### src/rtl/slc3_types.sv
// rtl/slc3_types.sv - shared types and constants for the LC-3 board display path
// Contents:
//   scan_state_e          digit-scan FSM states, DIG0 = rightmost digit
//   DIGIT_CYCLES_DEFAULT  default number of clk cycles each digit is driven
//   SEG_GLYPH             16-entry active-high glyph table, bits 0..6 = segments a..g
//   grid_enable()         active-low one-cold grid pattern for a scan state
//   scan_next()           successor state in the scan ring
package slc3_types;

  typedef enum logic [1:0] {
    DIG0 = 2'd0,
    DIG1 = 2'd1,
    DIG2 = 2'd2,
    DIG3 = 2'd3
  } scan_state_e;

  localparam int DIGIT_CYCLES_DEFAULT = 50000;

  // Entry [15] first: F E d C b A 9 8 7 6 5 4 3 2 1 0.
  localparam logic [15:0][6:0] SEG_GLYPH = {
    7'h71, 7'h79, 7'h5E, 7'h39, 7'h7C, 7'h77, 7'h6F, 7'h7F,
    7'h07, 7'h7D, 7'h6D, 7'h66, 7'h4F, 7'h5B, 7'h06, 7'h3F
  };

  function automatic logic [3:0] grid_enable(input scan_state_e s);
    return ~(4'b0001 << s);
  endfunction

  function automatic scan_state_e scan_next(input scan_state_e s);
    case (s)
      DIG0:    return DIG1;
      DIG1:    return DIG2;
      DIG2:    return DIG3;
      default: return DIG0;
    endcase
  endfunction

endpackage

### src/rtl/hex_scan_driver_if.sv
// rtl/hex_scan_driver_if.sv - load bus between the display owner and the scan driver
// Signals:
//   hex_in     4x4 nibbles, index 0 = rightmost digit
//   dp_in      per-digit decimal point, 1 = lit
//   blank_in   per-digit blank, 1 = digit dark
//   load_i     single-cycle strobe capturing hex_in/dp_in/blank_in into the shadow
//   pending_o  shadow holds data not yet shown
// Modports: master drives the data and strobe, slave is the scan driver.
interface hex_scan_driver_if;

  logic [3:0][3:0] hex_in;
  logic [3:0]      dp_in;
  logic [3:0]      blank_in;
  logic            load_i;
  logic            pending_o;

  modport master (
    output hex_in,
    output dp_in,
    output blank_in,
    output load_i,
    input  pending_o
  );

  modport slave (
    input  hex_in,
    input  dp_in,
    input  blank_in,
    input  load_i,
    output pending_o
  );

endinterface

### src/rtl/hex_seg_decode.sv
// rtl/hex_seg_decode.sv - combinational nibble to seven-segment decode
// Ports:
//   nibble_i  hex digit to show
//   dp_i      decimal point, 1 = lit
//   blank_i   1 = force every segment and dp off
//   seg_o     active-high pattern, bits 0..6 = a..g, bit 7 = dp
module hex_seg_decode
  import slc3_types::*;
(
  input  logic [3:0] nibble_i,
  input  logic       dp_i,
  input  logic       blank_i,
  output logic [7:0] seg_o
);

  always_comb begin
    seg_o = {dp_i, SEG_GLYPH[nibble_i]};
    if (blank_i) begin
      seg_o = 8'h00;
    end
  end

endmodule

### src/rtl/hex_scan_driver.sv
// rtl/hex_scan_driver.sv - multiplexed 4-digit seven-segment scan driver with frame-aligned update
// Ports:
//   clk       system clock, the only clock used
//   reset     asynchronous active-low reset
//   ld        load bus (slave): hex_in, dp_in, blank_in, load_i in; pending_o out
//   hex_seg   registered segments a..g at bits 0..6, dp at bit 7; low-true when SEG_ACTIVE_LOW
//   hex_grid  registered digit enables, always active-low, bit n = digit n
// Parameters:
//   DIGIT_CYCLES    clk cycles each digit is driven (4..2^20)
//   SEG_ACTIVE_LOW  1 = segment/dp outputs low-true
module hex_scan_driver
  import slc3_types::*;
#(
  parameter int DIGIT_CYCLES   = DIGIT_CYCLES_DEFAULT,
  parameter bit SEG_ACTIVE_LOW = 1'b1
) (
  input  logic             clk,
  input  logic             reset,
  hex_scan_driver_if.slave ld,
  output logic [7:0]       hex_seg,
  output logic [3:0]       hex_grid
);

  localparam int               CNT_W    = $clog2(DIGIT_CYCLES);
  localparam logic [CNT_W-1:0] CNT_LAST = CNT_W'(DIGIT_CYCLES - 1);
  // XOR mask that turns an active-high pattern into the pin polarity;
  // applied to 8'h00 it is also the "all segments off" pin value.
  localparam logic [7:0]       SEG_OFF  = {8{SEG_ACTIVE_LOW}};

  // Prescaler and scan FSM
  logic [CNT_W-1:0] cnt_q, cnt_d;
  scan_state_e      state_q, state_d;
  logic [3:0]       grid_q, grid_d;
  logic [7:0]       seg_q, seg_d;

  // Shadow (written by loads) and display (read by the scan) registers
  logic [3:0][3:0]  shadow_hex_q, shadow_hex_d;
  logic [3:0]       shadow_dp_q, shadow_dp_d;
  logic [3:0]       shadow_blank_q, shadow_blank_d;
  logic [3:0][3:0]  disp_hex_q, disp_hex_d;
  logic [3:0]       disp_dp_q, disp_dp_d;
  logic [3:0]       disp_blank_q, disp_blank_d;
  logic             pending_q, pending_d;

  logic             tick;
  logic             frame_end;
  logic [1:0]       sel;
  logic [3:0]       cur_hex;
  logic             cur_dp;
  logic             cur_blank;
  logic [7:0]       seg_active;

  assign tick      = (cnt_q == CNT_LAST);
  assign frame_end = tick && (state_q == DIG3);

  // Digit mux: the current state picks which display nibble is decoded.
  assign sel       = state_q;
  assign cur_hex   = disp_hex_q[sel];
  assign cur_dp    = disp_dp_q[sel];
  assign cur_blank = disp_blank_q[sel];

  hex_seg_decode u_decode (
    .nibble_i (cur_hex),
    .dp_i     (cur_dp),
    .blank_i  (cur_blank),
    .seg_o    (seg_active)
  );

  // On a tick the state advances and both grid and segments go dark for one
  // cycle; the following edge lights the new digit with its own decode, so
  // grid and segments always move together and no digit ghosts into the next.
  always_comb begin
    cnt_d   = cnt_q + CNT_W'(1);
    state_d = state_q;
    grid_d  = grid_enable(state_q);
    seg_d   = seg_active ^ SEG_OFF;
    if (tick) begin
      cnt_d   = '0;
      state_d = scan_next(state_q);
      grid_d  = 4'hF;
      seg_d   = SEG_OFF;
    end
  end

  always_ff @(posedge clk or negedge reset) begin
    if (!reset) begin
      cnt_q   <= '0;
      state_q <= DIG0;
      grid_q  <= 4'hF;
      seg_q   <= SEG_OFF;
    end else begin
      cnt_q   <= cnt_d;
      state_q <= state_d;
      grid_q  <= grid_d;
      seg_q   <= seg_d;
    end
  end

  // Transfer happens only when leaving DIG3 so a frame never mixes old and
  // new data. A load on that same edge lands in the shadow after the
  // transfer, so it keeps pending set and waits for the next boundary.
  always_comb begin
    shadow_hex_d   = shadow_hex_q;
    shadow_dp_d    = shadow_dp_q;
    shadow_blank_d = shadow_blank_q;
    disp_hex_d     = disp_hex_q;
    disp_dp_d      = disp_dp_q;
    disp_blank_d   = disp_blank_q;
    pending_d      = pending_q;
    if (frame_end && pending_q) begin
      disp_hex_d   = shadow_hex_q;
      disp_dp_d    = shadow_dp_q;
      disp_blank_d = shadow_blank_q;
      pending_d    = 1'b0;
    end
    if (ld.load_i) begin
      shadow_hex_d   = ld.hex_in;
      shadow_dp_d    = ld.dp_in;
      shadow_blank_d = ld.blank_in;
      pending_d      = 1'b1;
    end
  end

  always_ff @(posedge clk or negedge reset) begin
    if (!reset) begin
      shadow_hex_q   <= '0;
      shadow_dp_q    <= '0;
      shadow_blank_q <= 4'hF;
      disp_hex_q     <= '0;
      disp_dp_q      <= '0;
      disp_blank_q   <= 4'hF;
      pending_q      <= 1'b0;
    end else begin
      shadow_hex_q   <= shadow_hex_d;
      shadow_dp_q    <= shadow_dp_d;
      shadow_blank_q <= shadow_blank_d;
      disp_hex_q     <= disp_hex_d;
      disp_dp_q      <= disp_dp_d;
      disp_blank_q   <= disp_blank_d;
      pending_q      <= pending_d;
    end
  end

  assign hex_grid     = grid_q;
  assign hex_seg      = seg_q;
  assign ld.pending_o = pending_q;

endmodule

### src/flat_wrapper.sv
// flat-port wrapper written by rule: the top's interface ports become plain ports
module hex_scan_driver_flat import slc3_types::*;
#(
  parameter int DIGIT_CYCLES   = DIGIT_CYCLES_DEFAULT,
  parameter bit SEG_ACTIVE_LOW = 1'b1
)
  (clk, reset, hex_seg, hex_grid, ld_hex_in, ld_dp_in, ld_blank_in, ld_load_i, ld_pending_o);
  hex_scan_driver_if ld_i ();
  input  logic clk;
  input  logic reset;
  output logic [7:0] hex_seg;
  output logic [3:0] hex_grid;
  input wire logic [$bits(ld_i.hex_in)-1:0] ld_hex_in;
  input wire logic [$bits(ld_i.dp_in)-1:0] ld_dp_in;
  input wire logic [$bits(ld_i.blank_in)-1:0] ld_blank_in;
  input wire logic [$bits(ld_i.load_i)-1:0] ld_load_i;
  output wire logic [$bits(ld_i.pending_o)-1:0] ld_pending_o;
  assign ld_i.hex_in = ld_hex_in;
  assign ld_i.dp_in = ld_dp_in;
  assign ld_i.blank_in = ld_blank_in;
  assign ld_i.load_i = ld_load_i;
  assign ld_pending_o = ld_i.pending_o;
  hex_scan_driver #(.DIGIT_CYCLES(DIGIT_CYCLES), .SEG_ACTIVE_LOW(SEG_ACTIVE_LOW)) u_core (.clk(clk), .reset(reset), .ld(ld_i), .hex_seg(hex_seg), .hex_grid(hex_grid));
endmodule
### config.mk
export PLATFORM = sky130hd
export DESIGN_NAME = hex_scan_driver_flat
export DESIGN_NICKNAME = d
export VERILOG_FILES = /design/src/rtl/slc3_types.sv /design/src/rtl/hex_scan_driver_if.sv /design/src/rtl/hex_seg_decode.sv /design/src/rtl/hex_scan_driver.sv /design/src/flat_wrapper.sv
export SDC_FILE = /design/constraint.sdc
export NUM_CORES = 1
export LEC_CHECK = 0
export CAP_MARGIN = 20
export CORE_MARGIN = 5
export CORE_UTILIZATION = 60
export CTS_BUF_LIST = sky130_fd_sc_hd__clkbuf_16
export DETAILED_ROUTE_END_ITERATION = 10
export PLACE_DENSITY = 0.82
export SLEW_MARGIN = 20
export SYNTH_ARGS = -nofsm -noshare
export SYNTH_HDL_FRONTEND = slang
export SYNTH_SLANG_ARGS = --single-unit
### constraint.sdc
create_clock -name clk -period 5.8 [get_ports clk]
set_clock_uncertainty 0.15 [all_clocks]
set_input_delay 1.74 -clock clk [delete_from_list [all_inputs] [get_ports clk]]
set_output_delay 1.74 -clock clk [all_outputs]
set_load 0.005 [all_outputs]
# == Word level (Yosys, flattened, before mapping) ==
# Memory sizes are Yosys's and may differ from the RTL's.
# Cells that the tools add are included.
# classes
n_addsub,1
multipliers,0
n_div,0
order_cmp,2
eq_ne,4
shifts,1
mux,14
bitwise_logic,2
n_reduce_logical,4
# ops
op,count
16-bit by 1-bit adder with 16-bit output (second input constant),1
16-bit equality test (second input constant),1
16-bit two-way mux,1
8-bit two-way mux,2
4-bit binary-select mux with 2-bit select,1
4-bit two-way mux,2
8-bit NOT,1
7-bit two-way mux,1
2-bit one-hot mux with 3 select lines,1
4-bit by 5-bit less-than comparator with 1-bit output (second input constant),1
1-bit binary-select mux with 2-bit select,2
2-bit equality test (second input constant),2
1-bit two-way mux,4
4-bit NOT,1
1-bit by 2-bit << shifter with 4-bit output (first input constant),1
2-bit by 3-bit less-than comparator with 1-bit output (second input constant),1
2-bit by 1-bit equality test with 1-bit output (second input constant),1
1-bit logical AND,2
2-bit zero test,1
2-bit nonzero test,1
# word_totals
register_bits,79
latch_bits,0
ram_bits,0
rom_bits,112
inputBits,27
out_inout_bits,13
word_cells,46
mem_count,1
# memory_table
memory,words,word_bits,read_ports,rd_clocked_by_memory_dff,write_ports,line,source
(name not given),16,7,1,0,0,hex_seg_decode.sv:17,"seg_o = {dp_i, SEG_GLYPH[nibble_i]};"

# == Longest topological paths before layout ==
# Gate-level depths: netlist (run 1).
# logic_depth
word_depth,7
depth_mapped,9
ltp_nobuf,7

# == By module ==
# From an unflattened synthesis (run 1), not the netlist that was laid out.
# unflattened
hier_cells,260
area_unflattened_um2,3608.5
# by_module_without_submodules
mod,n_inst,cells_each,area_per_inst_um2,seq_area_each_um2
hex_scan_driver,1,223,3337.0,2001.9
hex_seg_decode,1,37,271.5,0.0

# == Worst setup path after synthesis (run 1) ==
# No wires, ideal clock.
# synth_path
path_kind,input port to flip-flop
startpoint,in ld_load_i
endpoint,reg u_core.shadow_hex_q[0] (netlist name)
setup_time_ps,125
arrival_time_ps,2690
t_required_ps,5525
path_slack_ps,2835
path_stages,3
n_path_buf,2
cell_sequence,clkbuf_1 > buf_1 > mux2_2
# synth_lines
element,line,source
"start, declared",flat_wrapper.sv:16,input wire logic [$bits(ld_i.load_i)-1:0] ld_load_i;
"end signal, assigned",hex_scan_driver.sv:134,shadow_hex_q <= shadow_hex_d;
"end, declared",hex_scan_driver.sv:37,"logic [3:0][3:0] shadow_hex_q, shadow_hex_d;"
# No word-level cell between the ends.

# == Worst setup path in the final report (run 1) ==
# layout_path
startpoint,reg u_core.seg_q[7] (netlist: u_core.hex_seg[7])
endpoint,out hex_seg[7]
# layout_lines
element,line,source
"start, declared",hex_scan_driver.sv:34,"logic [7:0] seg_q, seg_d;"
"start signal, assigned",hex_scan_driver.sv:95,seg_q <= seg_d;
"end, declared",flat_wrapper.sv:11,output logic [7:0] hex_seg;
# No word-level cell between the ends.

==> reports/summary.txt, run 1 <==
Synth Flop Type: dfrtp_1
Final WS setup: 2.560 ns
P_int: 0.0009341 W
Via count of the first global-routing pass: 2186
Utilization after layout: 72.76%
# Post-CTS Setup Buffers: 0
Syn Std Cell Area: 3633 um^2
GPL Wtd Cong: 0.8356
Setup TNS: 0 ns
Combinational power share: 4.1%
Top Ports: 40
CP startpoint kind: flip-flop
Final nets: 336
Pleak: 1.841 nW
Fill count: 407
Part of the power in registers: 48.9%
Die Y: 87.82 um
Layout area overhead: 18.56%
WS Path Type: reg2out
CTS clk-pin slew, worst paths: 0.05 ns
Worst slew pin tran: 0.9428 ns
TritonCTS clock tree: yes
Mean Syn Cell Area: 13.97 um^2
Distinct cells, synth: 39
First-pass GRT wire length: 10660 um
Detailed Route WL: 6347 um
Worst-skew pair later-pin latency: 0.33 ns
Hold slack final: 0.3007 ns
Largest net degree at the start of global routing: 80
Post-synth top area cell: dfrtp_1
Number of max-cap violations: 0
DRC violations left: 0
Status: finished clean
Synth top area cells: dfrtp_1, dfstp_2, mux2_2
Worst path max stage delay: 0.52 ns
H-tree depth: 3
CTS Root Cell: clkbuf_16
CTS Sinks: 79
FMAX: 308.7 MHz
Cells along the critical path: clkdlybuf4s50_1
Core area: 5921 um^2
Post-CTS sizing: 0
PwrDens: 275.3 nW/um^2
Post-Syn Nets: 298
ANT cells: 0
Initial antenna violation count: 0
Worst path arrival time: 1.35 ns
CTS Hold Bufs: 0
Maximum fanout along the worst path: 1
Crit-path leading delay family: flip-flops
Hold Fails Final Rpt: 0
Die ar.: 7712 um^2
Vias: 2135
Period Utilization, post-route: 55.86%
GRT Residual Overflow: 0
Crit end category: primary output
Minimum clock period: 3.240 ns
Iteration-0 DRC Markers: 100
Min-Delay Path Class: reg2reg
Net Sw Frac: 21.24%
Number of CTS-inserted buffers: 9
Avg WL per Cell: 16.79 um
RSZ-0062 raised after global routing: no
Post-Syn Instances: 260
Max clock buf depth: 2
Floorplan row count: 28
Synth Warn #: 0
Router iterations before antenna repair: 4
Setup violations, final: 0
Crit path buf inv count: 1
Required time worst endpoint: 3.91 ns
Flops & latches, synth: 79
VDD IR max: 0.0002118 V
Slowest stage cell, crit path: dfstp_2
Clock share of power: 47.0%
Detailed placer's ending HPWL: 3985 um
Global Route Usage Sum: 18.60%
Number of port buffers: 39
Slew Limit Fails: 0
Via density: 5.648
Starting density of the core: 61.37%
Post-synthesis sequential area ratio: 55.10%
Share of layout cells above drive strength 1: 32.67%
Asr flop ratio synth: 100.0%
Post-Place Setup Slack: 2.111 ns
Sw Pwr: 0.0002519 W
Post-synth EDFFs: 0
Top cell type's share of synthesized area: 40.63%
Detail Route Antenna Nets: 0
Die W: 87.82 um
Slew margin rel.: 37.14%
Tot Pwr: 0.001186 W
-- synth_stat cells, types with 3 or more instances --
library cell  count
mux4_2            5
ha_1             11
dfstp_2          20
nand2b_1          4
nand3_1           8
nand2_1          12
xor2_1            4
dfrtp_1          59
inv_1             8
xnor2_1           9
buf_2             3
nor3_1            6
mux2i_1           8
clkbuf_1          3
mux2_2           31
mux2_4           20
o21ai_0           4
nor2_1           13
a21oi_1           6
-- placed cells by master, fill, tap and decap left out, types with 9 or more instances in the layout --
master / count
nand2_1: 12
clkdlybuf4s50_1: 37
ha_1: 11
dfstp_2: 20
mux2_2: 31
dfrtp_1: 59
clkbuf_16: 9
nor2_1: 13
mux2_4: 20
xnor2_1: 9
-- metrics by stage --
| step | instance area [um^2] | cells |
|---|---|---|
| floorplan | 3633 | 260 |
| global placement | 4015 | 362 |
| detailed placement | 4015 | 362 |
| CTS | 4313 | 378 |
| global route | 4308 | 378 |
| finish | 4308 | 378 |
-- logic make-up (layout without fill, tap and decap cells) --
group | Yosys count | after routing | synth area share [%]
mux | 64 | 64 | 23.17
xor+xnor | 13 | 13 | 3.134
compound gates | 19 | 19 | 3.375
flops | 79 | 79 | 55.10
fa+ha+maj | 11 | 11 | 3.788
buf+inv | 20 | 63 | 3.581
simple gates | 54 | 54 | 7.851
-- final cells by class --
cell class	count	area (um^2)	area share [%]
clock inverter	7	72.57	1.685
inverter	8	30.03	0.6971
sequential	79	2002	46.47
tap	75	93.84	2.178
clock buffer	9	225.2	5.228
timing repair buffer	39	382.9	8.888
multi-input combinational	161	1501	34.85
-- flip-flops by register name, indices dropped and copies added, names as in the netlist --
signal / cells
u_core.cnt_q: 16
u_core.disp_hex_q: 16
u_core.shadow_hex_q: 16
u_core.hex_seg: 8
u_core.disp_blank_q: 4
u_core.disp_dp_q: 4
u_core.hex_grid: 4
u_core.shadow_blank_q: 4
u_core.shadow_dp_q: 4
u_core.sel: 2
u_core.ld.pending_o: 1
-- routing by layer --
layer | vias to the layer above | GRT usage, % | part of all wire, % | routed length [um]
li1 | 990 | - | - | -
met1 | 1096 | 23.19 | 43 | 2705
met2 | 40 | 30.27 | 51 | 3242
met3 | 9 | 3.857 | 4.3 | 270
met4 | 0 | 10.46 | 2.0 | 128
met5 | - | 0 | 0 | 0
-- worst paths after layout --
check	startpoint	endpoint	slack [ns]	depth (start not counted)
worst min-delay path	u_core.cnt_q[0]	u_core.cnt_q[0]	0.30	1
worst min register to register	u_core.cnt_q[0]	u_core.cnt_q[0]	0.30	1
min in group asynchronous	reset	u_core.cnt_q[11]	1.40	1
worst max register to register	u_core.sel[0]	u_core.hex_seg[0]	3.06	7
max in group asynchronous	reset	u_core.disp_hex_q[14]	3.49	1
worst max-delay path	u_core.hex_seg[7]	hex_seg[7]	2.56	1
-- power groups by stage --
stage | sequential [W] | clock, W | combinational (W)
6_report | 0.000580 | 0.000557 | 0.0000489
3_3_place_gp | 0.000588 | 0 | 0.0000495
2_1_floorplan | 0.000586 | 0 | 0.0000209
4_1_cts | 0.000580 | 0.000567 | 0.0000513
3_5_place_dp | 0.000589 | 0 | 0.0000509
5_1_grt | 0.000582 | 0.000590 | 0.0000547
Power figures use the tool's default switching activity.
==> run 2, diff against run 1 <==
--- a/config.mk
+++ b/config.mk
@@ -7,10 +7,10 @@
 export LEC_CHECK = 0
 export CAP_MARGIN = 20
 export CORE_MARGIN = 5
-export CORE_UTILIZATION = 60
+export CORE_UTILIZATION = 56
 export CTS_BUF_LIST = sky130_fd_sc_hd__clkbuf_16
 export DETAILED_ROUTE_END_ITERATION = 10
-export PLACE_DENSITY = 0.82
+export PLACE_DENSITY = 0.77
 export SLEW_MARGIN = 20
 export SYNTH_ARGS = -nofsm -noshare
 export SYNTH_HDL_FRONTEND = slang
==> constraint.sdc (replaced) <==
create_clock -name clk -period 3.2 [get_ports clk]
set_clock_uncertainty 0.15 [all_clocks]
set_input_delay 0.96 -clock clk [delete_from_list [all_inputs] [get_ports clk]]
set_output_delay 0.96 -clock clk [all_outputs]
set_load 0.005 [all_outputs]
==> run 2 against run 1 <==
  * Register-to-register slack worse by 2.3 ns
  * Global-route usage down 2.9 points
  * Critical path type is now reg2reg
  * Combinational power is 92% higher
  * Critical endpoint is now u_core.hex_seg[0]
  * Hold slack better by 0.013 ns
  * Clock power grew 94%
  * Via count fell by 4.7%
  * Cell area grew 1.7%
  * Die area increased by 6.3%
  * Total power rose by 88%
  * Wire length decreased by 5.7%
  * Sequential cell count is the same
  * Worst setup slack got worse by 1.8 ns
==> reports/summary.txt, run 2 (synthesis results as in run 1) <==
Min-Delay Path Class: reg2reg
Largest net degree at the start of global routing: 49
Cells along the critical path: mux4_2, inv_1, ha_1, mux2i_1, a21oi_1, a21oi_1, o21ai_0
Fill count: 470
CTS Sinks: 79
Via density: 5.297
Initial antenna violation count: 0
Final nets: 340
Worst path arrival time: 2.54 ns
Crit path buf inv count: 1
VDD IR max: 0.0004018 V
CTS Hold Bufs: 0
Post-CTS sizing: 0
Number of max-cap violations: 0
Worst Setup SP: u_core.sel[1]
CP Capture Point: u_core.hex_seg[0]
RSZ-0062 raised after global routing: no
FF-to-FF End: u_core.hex_seg[0]
Crit end category: flip-flop
Detailed Route WL: 5988 um
Iteration-0 DRC Markers: 81
CTS clk-pin slew, worst paths: 0.06 ns
CTS Root Cell: clkbuf_16
Hold Fails Final Rpt: 0
# Post-CTS Setup Buffers: 0
Vias: 2034
FMAX: 408.0 MHz
Slew Limit Fails: 0
Share of layout cells above drive strength 1: 33.22%
Most frequent cells in the layout: dfrtp_1, clkdlybuf4s50_1, mux2_2
Reg2Reg Depth: 7
Via count of the first global-routing pass: 2106
Critical path depth: 7
Minimum clock period: 2.451 ns
Top cell by count, worst path: a21oi_1
H-tree depth: 3
Worst path max stage delay: 0.68 ns
Required time worst endpoint: 3.29 ns
DRC violations left: 0
Detailed placer's ending HPWL: 4012 um
CP startpoint kind: flip-flop
Global Route Usage Sum: 15.66%
Die ar.: 8199 um^2
Router iterations before antenna repair: 4
GRT Residual Overflow: 0
Worst-skew pair later-pin latency: 0.33 ns
Crit-path leading delay family: flip-flops
Avg WL per Cell: 15.59 um
Die Y: 90.55 um
Top Ports: 40
Number of port buffers: 39
Floorplan row count: 29
Period Utilization, post-route: 76.59%
WS Path Type: reg2reg
Number of CTS-inserted buffers: 9
Detail Route Antenna Nets: 0
PwrDens: 508.2 nW/um^2
Slew margin rel.: 57.87%
Die W: 90.55 um
Biggest regs: u_core.cnt_q x16, u_core.disp_hex_q x16, u_core.shadow_hex_q x16
Setup violations, final: 0
ANT cells: 0
R2r setup slk: 0.75 ns
Starting density of the core: 57.55%
Slowest stage cell, crit path: dfrtp_1
Utilization after layout: 69.40%
Status: finished clean
Layout area overhead: 20.59%
Most common cell after layout, fill and taps aside: dfrtp_1
Maximum fanout along the worst path: 12
TritonCTS clock tree: yes
GPL Wtd Cong: 0.7875
Max clock buf depth: 2
Reg2reg start: u_core.sel[1]
Core area: 6314 um^2
Pleak: 1.872 nW
First-pass GRT wire length: 10300 um
Setup TNS: 0 ns
Worst slew pin tran: 0.6297 ns
## run 2: report_power, final
group          internal, W  switching (W)
sequential         0.00103      0.0000158
combinational    0.0000580      0.0000359
clock             0.000683       0.000399
## run 2: worst reg2reg max path, stage by stage (launching register included)
cell,delay [ns]
dfrtp_1,0.68
mux4_2,0.48
inv_1,0.14
ha_1,0.33
mux2i_1,0.12
a21oi_1,0.16
a21oi_1,0.09
o21ai_0,0.21
## run 2: final cells by class
type                    count  area [um^2]  share of cell area (%)
clock buffers               9        225.2                   5.140
clock inverters             7        96.34                   2.199
flip-flops and latches     79         2002                   45.69
well taps                  77        96.34                   2.199
inverters                   8        30.03                  0.6853
repair buffers             43        430.4                   9.823
multi-input cells         161         1501                   34.27
## run 2: metal layers
layer  global-route usage, %  routed length, um  vias up
met4                   7.816                136        0
met5                       0                  0        -
met3                   3.250                252       10
met2                   22.88               2689       38
met1                   22.11               2910      990
li1                        -                  -      996
## run 2: stage by stage
stage	power [W]	hold slack [ns]	instance area [um^2]	worst slack (ns)	instances
6_report	0.002227	0.3139	4382	0.7492	384
5_1_grt	0.002305	0.3547	4382	0.5725	384
4_1_cts	0.002254	0.3191	4382	0.7372	384
3_5_place_dp	0.001163	0.3157	4060	0.8086	368
3_3_place_gp	0.001159	0.3017	4060	0.8270	368
2_1_floorplan	0.001100	0.2751	3633	0.8930	260
## run 2: worst min-delay path by stage
stage,start,end,slack [ns],cells after the start
6_report,u_core.cnt_q[0],u_core.cnt_q[0],0.31,1
3_5_place_dp,u_core.cnt_q[0],u_core.cnt_q[0],0.32,1
2_1_floorplan,u_core.cnt_q[0],u_core.cnt_q[0],0.28,1
4_1_cts,u_core.cnt_q[0],u_core.cnt_q[0],0.32,1
5_1_grt,u_core.cnt_q[0],u_core.cnt_q[0],0.35,1
3_3_place_gp,u_core.cnt_q[0],u_core.cnt_q[0],0.30,1
